$ cat src/rtl/iq_multi.sv
// iq_multi: multi-slot in-order instruction queue between fetch and rename, flushed on mispredict.
// Define IQ_BYPASS_EN to let an empty queue forward fetched slots straight to dispatch.
module iq_multi #(
    parameter int DEPTH = 8,
    parameter int IN_W  = 2,
    parameter int OUT_W = 2
) (
    input  logic                   clk,
    input  logic                   rst,
    input  logic [IN_W-1:0]        in_valid,
    input  logic [IN_W*32-1:0]     in_inst,
    input  logic [IN_W*32-1:0]     in_pc4,
    input  logic [IN_W-1:0]        in_branch_valid,
    input  logic [IN_W*32-1:0]     in_btb_pc_predict,
    input  logic [IN_W-1:0]        in_direct_predict,
    output logic                   iq_full,
    input  logic                   stall_backend,
    input  logic                   mispredict,
    output logic [OUT_W-1:0]       out_valid,
    output logic [OUT_W*32-1:0]    out_inst,
    output logic [OUT_W*32-1:0]    out_pc4,
    output logic [OUT_W-1:0]       out_branch_valid,
    output logic [OUT_W*32-1:0]    out_btb_pc_predict,
    output logic [OUT_W-1:0]       out_direct_predict,
    output logic                   iq_empty,
    output logic [$clog2(DEPTH):0] iq_count
);
    localparam int AW = $clog2(DEPTH);
    localparam int CW = AW + 1;

    logic [31:0]   inst_q [DEPTH];
    logic [31:0]   pc4_q  [DEPTH];
    logic [31:0]   btb_q  [DEPTH];
    logic          bv_q   [DEPTH];
    logic          dp_q   [DEPTH];
    logic [AW-1:0] head, tail;
    logic [CW-1:0] count, n, p, b, w;
    logic          push, run;
    logic [AW-1:0] widx [IN_W];
    logic [IN_W-1:0] wen;

    assign iq_full  = count > CW'(DEPTH - IN_W);
    assign iq_empty = count == '0;
    assign iq_count = count;
    assign push     = !iq_full && !mispredict;
    assign p        = (stall_backend || mispredict) ? '0 : (count < CW'(OUT_W) ? count : CW'(OUT_W));
    assign w        = push ? n - b : '0;

    // n is the length of the contiguous valid prefix; slots after the first gap are dropped
    always_comb begin
        n   = '0;
        run = 1'b1;
        for (int k = 0; k < IN_W; k++) begin
            run = run & in_valid[k];
            n   = n + CW'(run);
        end
    end

`ifdef IQ_BYPASS_EN
    logic byp;
    assign byp = iq_empty && !mispredict;
    assign b   = (byp && !stall_backend) ? (n < CW'(OUT_W) ? n : CW'(OUT_W)) : '0;
`else
    assign b = '0;
`endif

    // slots below b were consumed by the bypass; the rest pack down onto tail
    always_comb begin
        for (int k = 0; k < IN_W; k++) begin
            widx[k] = tail + AW'(k) - AW'(b);
            wen[k]  = push && CW'(k) >= b && CW'(k) < n;
        end
    end

    for (genvar k = 0; k < OUT_W; k++) begin : g_out
        logic [AW-1:0] idx;
        assign idx = head + AW'(k);
`ifdef IQ_BYPASS_EN
        localparam int S = k < IN_W ? k : 0;
        logic byp_k;
        assign byp_k                         = byp && (k < IN_W) && CW'(k) < n;
        assign out_valid[k]                  = !mispredict && (byp ? byp_k : count > CW'(k));
        assign out_inst[32*k+:32]            = byp_k ? in_inst[32*S+:32] : inst_q[idx];
        assign out_pc4[32*k+:32]             = byp_k ? in_pc4[32*S+:32] : pc4_q[idx];
        assign out_btb_pc_predict[32*k+:32]  = byp_k ? in_btb_pc_predict[32*S+:32] : btb_q[idx];
        assign out_branch_valid[k]           = byp_k ? in_branch_valid[S] : bv_q[idx];
        assign out_direct_predict[k]         = byp_k ? in_direct_predict[S] : dp_q[idx];
`else
        assign out_valid[k]                  = !mispredict && count > CW'(k);
        assign out_inst[32*k+:32]            = inst_q[idx];
        assign out_pc4[32*k+:32]             = pc4_q[idx];
        assign out_btb_pc_predict[32*k+:32]  = btb_q[idx];
        assign out_branch_valid[k]           = bv_q[idx];
        assign out_direct_predict[k]         = dp_q[idx];
`endif
    end

    always_ff @(posedge clk or negedge rst) begin
        if (!rst) begin
            head  <= '0;
            tail  <= '0;
            count <= '0;
            for (int i = 0; i < DEPTH; i++) begin
                inst_q[i] <= '0;
                pc4_q[i]  <= '0;
                btb_q[i]  <= '0;
                bv_q[i]   <= 1'b0;
                dp_q[i]   <= 1'b0;
            end
        end else if (mispredict) begin
            head  <= '0;
            tail  <= '0;
            count <= '0;
        end else begin
            for (int k = 0; k < IN_W; k++) begin
                if (wen[k]) begin
                    inst_q[widx[k]] <= in_inst[32*k+:32];
                    pc4_q[widx[k]]  <= in_pc4[32*k+:32];
                    btb_q[widx[k]]  <= in_btb_pc_predict[32*k+:32];
                    bv_q[widx[k]]   <= in_branch_valid[k];
                    dp_q[widx[k]]   <= in_direct_predict[k];
                end
            end
            head  <= head + AW'(p);
            tail  <= tail + AW'(w);
            count <= count + w - p;
        end
    end

`ifndef SYNTHESIS
    assert property (@(posedge clk) disable iff (!rst) count <= CW'(DEPTH))
        else $error("iq_multi: count exceeds DEPTH");
`endif
endmodule

$ cat config.mk
export PLATFORM = sky130hd
export DESIGN_NAME = iq_multi
export DESIGN_NICKNAME = d
export VERILOG_FILES = /design/src/rtl/iq_multi.sv
export SDC_FILE = /design/constraint.sdc
export NUM_CORES = 2
export LEC_CHECK = 0
export BUFFER_PORTS_ARGS = -buffer_cell sky130_fd_sc_hd__buf_2
export CORE_ASPECT_RATIO = 1.1
export CORE_UTILIZATION = 55
export CTS_CLUSTER_DIAMETER = 200
export DETAILED_ROUTE_END_ITERATION = 8
export GPL_TIMING_DRIVEN = 0
export PLACE_DENSITY = 0.77
export SYNTH_ARGS = -nofsm -noshare
export SYNTH_HDL_FRONTEND = slang
export SYNTH_SLANG_ARGS = --single-unit
$ cat constraint.sdc
create_clock -name clk -period 3.1 [get_ports clk]
set_input_delay 0.62 -clock clk [delete_from_list [all_inputs] [get_ports clk]]
set_output_delay 0.62 -clock clk [all_outputs]
set_load 0.01 [all_outputs]
==> results <==
- In the synthesized netlist, the number of instances is 3,658.
- In the final layout, the share of cells above drive strength 1 is 0.348.
- The run finished, with violations left.
- The count of TritonRoute iterations in the first routing pass is 8.
- The largest stage delay on the critical path is 0.52 ns.
- The number of nets in the synthesized netlist is 3,875.
- The number of antenna violations at the first check in global routing is 54.
- CTS placed an instance of clkbuf_16 at the clock tree root.
- Registers take 19,900 um2.
- The first global-routing pass estimated 264,000 um of wire.
- The count of standard-cell rows is 112.
- The worst-skew pair later-pin latency is 0.68 ns.
- The number of remaining DRC errors is 0.
- Headroom to the max-slew limit came out at 0.218.
- STA classifies the critical path endpoint as a primary output.
- The worst setup slack after placement is -1.54 ns.
- The die footprint is 86,600 um2.
- The net count of the finished layout is 4,346.
- Setup total negative slack on the finished layout was measured at -75.46 ns.
- The proportion of synthesized chip area in sequential cells is 0.423.
- The worst setup path is of the reg -> out kind.
- Walking the worst path, the cells encountered are ha_4 > buf_12 > clkbuf_16 > buf_16 > mux4_2 > mux2_4 > buf_6.
- The count of nets left with antenna violations after detail routing is 0.
- The final core utilization is 0.667.
- For this block, the initial DRC count from the detailed router was 5,734.
- The TritonCTS clock tree is done.
- The data arrival time at the worst-slack endpoint is 2.96 ns.
- The clock passes through at most 3 buffers.
- The leakage power total is 0.0242 uW.
- After legalization and detailed placement, the total HPWL measured 118,000 um.
- The final clock skew is 0.0368 ns.
- The final route contains 40,447 vias.
- The maximum number of pins on one net before global-route repair is 113.
- The total overflow left after global routing is 0.
- The total area inside the core boundary comes to 84,800 um2.
- The smallest setup slack after layout is -0.482 ns.
- The slowest cell on the critical path is mux4_2.
- Counting flops with an async set or reset pin after synthesis yields a share of 1.00.
- The final reports fail on negative setup slack.
- In the synthesized netlist the dominant register cell turns out to be dfrtp_1.
- Setup violations remaining at the end of the flow were counted as 209.
- Max-cap violations in this run came to 0.
- The number of flip-flops and latches in the synthesized netlist is 794.
- The slew of the pin with the lowest slew margin is 1.17 ns.
- In this run the vertical extent of the chip is 309 um.
- The number of global-route vias before repair came to 39,761.
- During placement, the flow inserted port buffers numbering 306.
- The distinct cell type count of the synthesized netlist is 55.
- The TritonCTS buffer count is 88.
- The number of warnings issued by yosys is 0.
- The post-synthesis instance area is 47,000 um2.
- The kind of launch point of the worst setup path is a flop.
- The multi-input logic area is 25,100 um2.
- The vias per cell is 7.52.
- The overall fraction of global-route tracks in use is 0.416.
- The clock-pin slew on the worst setup and hold paths is 0.07 ns.
- 406 I/O pins were placed.
- Power spread over the standard cell area amounts to 803 nW/um2.
- The tightest min-delay check is of the in -> reg type.
- The layout filler cell count is 5,951.
- The floorplan step set the die width to 281 um.
- Static timing analysis puts the maximum clock frequency at 279 MHz.
- The H-tree generated during clock tree synthesis spans 3 levels.
- The post-route clock period utilization is 1.16.
- At the end of routability-driven placement, the weighted congestion stood at 0.929.
- In this run the mean area of a mapped cell was 12.8 um2.
- After detailed routing, the average wire length per cell comes to 34.4 um.
- Across the VDD grid, the largest voltage drop is 537 uV.
- The routed design has 185,000 um of wire.
- The layout overhead on the synthesized area is 20.4%.
- In the layout the commonest cells are dfrtp_1 (791), a221o_1 (581), and2_1 (577).
- The hold violation total from the final report is 0.
- The time the worst path needs with I/O delays and setup is 3.58 ns.
- The data required time at the worst endpoint is 2.48 ns.
- Leaving out fill and tap cells, the most frequent cell in the layout is dfrtp_1.
- Setup repair after global routing could not meet its margin everywhere.
- The synthesized design contains 0 enable-type register cells.
- The maximum fanout along the worst path is 9.
- The clock sink count is 794.
- For this configuration, the core starts out at a cell density of 0.554.
- The final max-slew violation count was 0.
[through the flow]
| step | cell area, um2 | hold slack (ns) | total power (uW) | instances |
|---|---|---|---|---|
| after global routing | 56500 | 0.322 | 46700 | 5359 |
| after floorplan | 47000 | 0.324 | 25100 | 3658 |
| after global placement | 49900 | 0.506 | 30400 | 5104 |
| after detailed placement | 50200 | 0.512 | 30900 | 5112 |
| final | 56600 | 0.297 | 45400 | 5382 |
| after CTS | 55300 | 0.286 | 44000 | 5301 |
[cell usage after synthesis (11+ instances only)]
library cell  instances  area [um2]
o32ai_1             106         928
o221a_2              97        1090
clkbuf_1            209         785
a221o_1             581        5820
ha_1                 11         138
nand2b_1             99         619
dfrtp_1             794       19900
and2_1              577        3610
buf_1               129         484
inv_1               121         454
buf_2               109         546
nand2_1              11        41.3
nor2_1               18        67.6
buf_6                14         158
a21oi_1             110         551
mux2_2              196        2210
mux4_2              392        8830
[critical path: cells and delay by family, from the launching register on]
kind	cells	cell delay [ns]
mux	2	0.86
buf+inv	4	0.66
flops	1	0.46
fa+ha+maj	1	0.31
[final timing paths]
path / slack (ns) / end / start / cells past startpoint
max: -0.48 / out_btb_pc_predict[32] / head[0] / 7
min: 0.30 / btb_q[220] / in_btb_pc_predict[28] / 3
max reg2reg: -0.08 / inst_q[43] / iq_count[3] / 9
min reg2reg: 0.53 / pc4_q[13] / pc4_q[13] / 1
max in group asynchronous: 0.72 / pc4_q[4] / rst / 5
min in group asynchronous: 0.48 / inst_q[71] / rst / 2
[layer usage]
metal | GRT usage | share of wire
met4 | 0.265 | 0.070
met2 | 0.612 | 0.45
met1 | 0.511 | 0.33
met3 | 0.167 | 0.15
met5 | 0.00557 | 0.0023
[flip-flops by register name, summed over array words and instances (netlist names)]
name and flops:
pc4_q 256, inst_q 256, bv_q 8, iq_count 4, btb_q 256, tail 3
dp_q 8, head 3
[timing repair]
item                                    4_1_cts  5_1_grt
pin swaps                                     2        3
hold buffers                                  1        0
endpoints found under the setup margin      802      897
resized for setup                           442      177
hold endpoints to repair                     56        0
setup buffers                                19       36
gates cloned                                 11       16
[kinds of logic after synthesis]
family	Yosys count	synth area share
AOI/OAI and AO/OA	915	0.183
muxes	588	0.235
adders and majority gates	15	0.00463
DFF	794	0.423
buffers and inverters	592	0.0531
xor gates and xnor gates	8	0.00165
and+or+nand+nor	746	0.100
[power by group]
part           internal (uW)  total [uW]  switching [uW]
logic                  10100       18100            8050
clock network           6680       11400            4700
registers              13300       15900            2600
total                  30100       45400           15400
[final cells by class]
type | count | area share
Clock buffer | 129 | 0.0456
Sequential cell | 794 | 0.351
Inverter | 121 | 0.00803
Buffer | 463 | 0.0532
Timing Repair Buffer | 389 | 0.0622
Tap cell | 1140 | 0.0252
Clock inverter | 31 | 0.00803
Multi-Input combinational cell | 2272 | 0.444
Antenna cell | 43 | 0.00190
No activity file was read; power rests on OpenSTA's default activity.
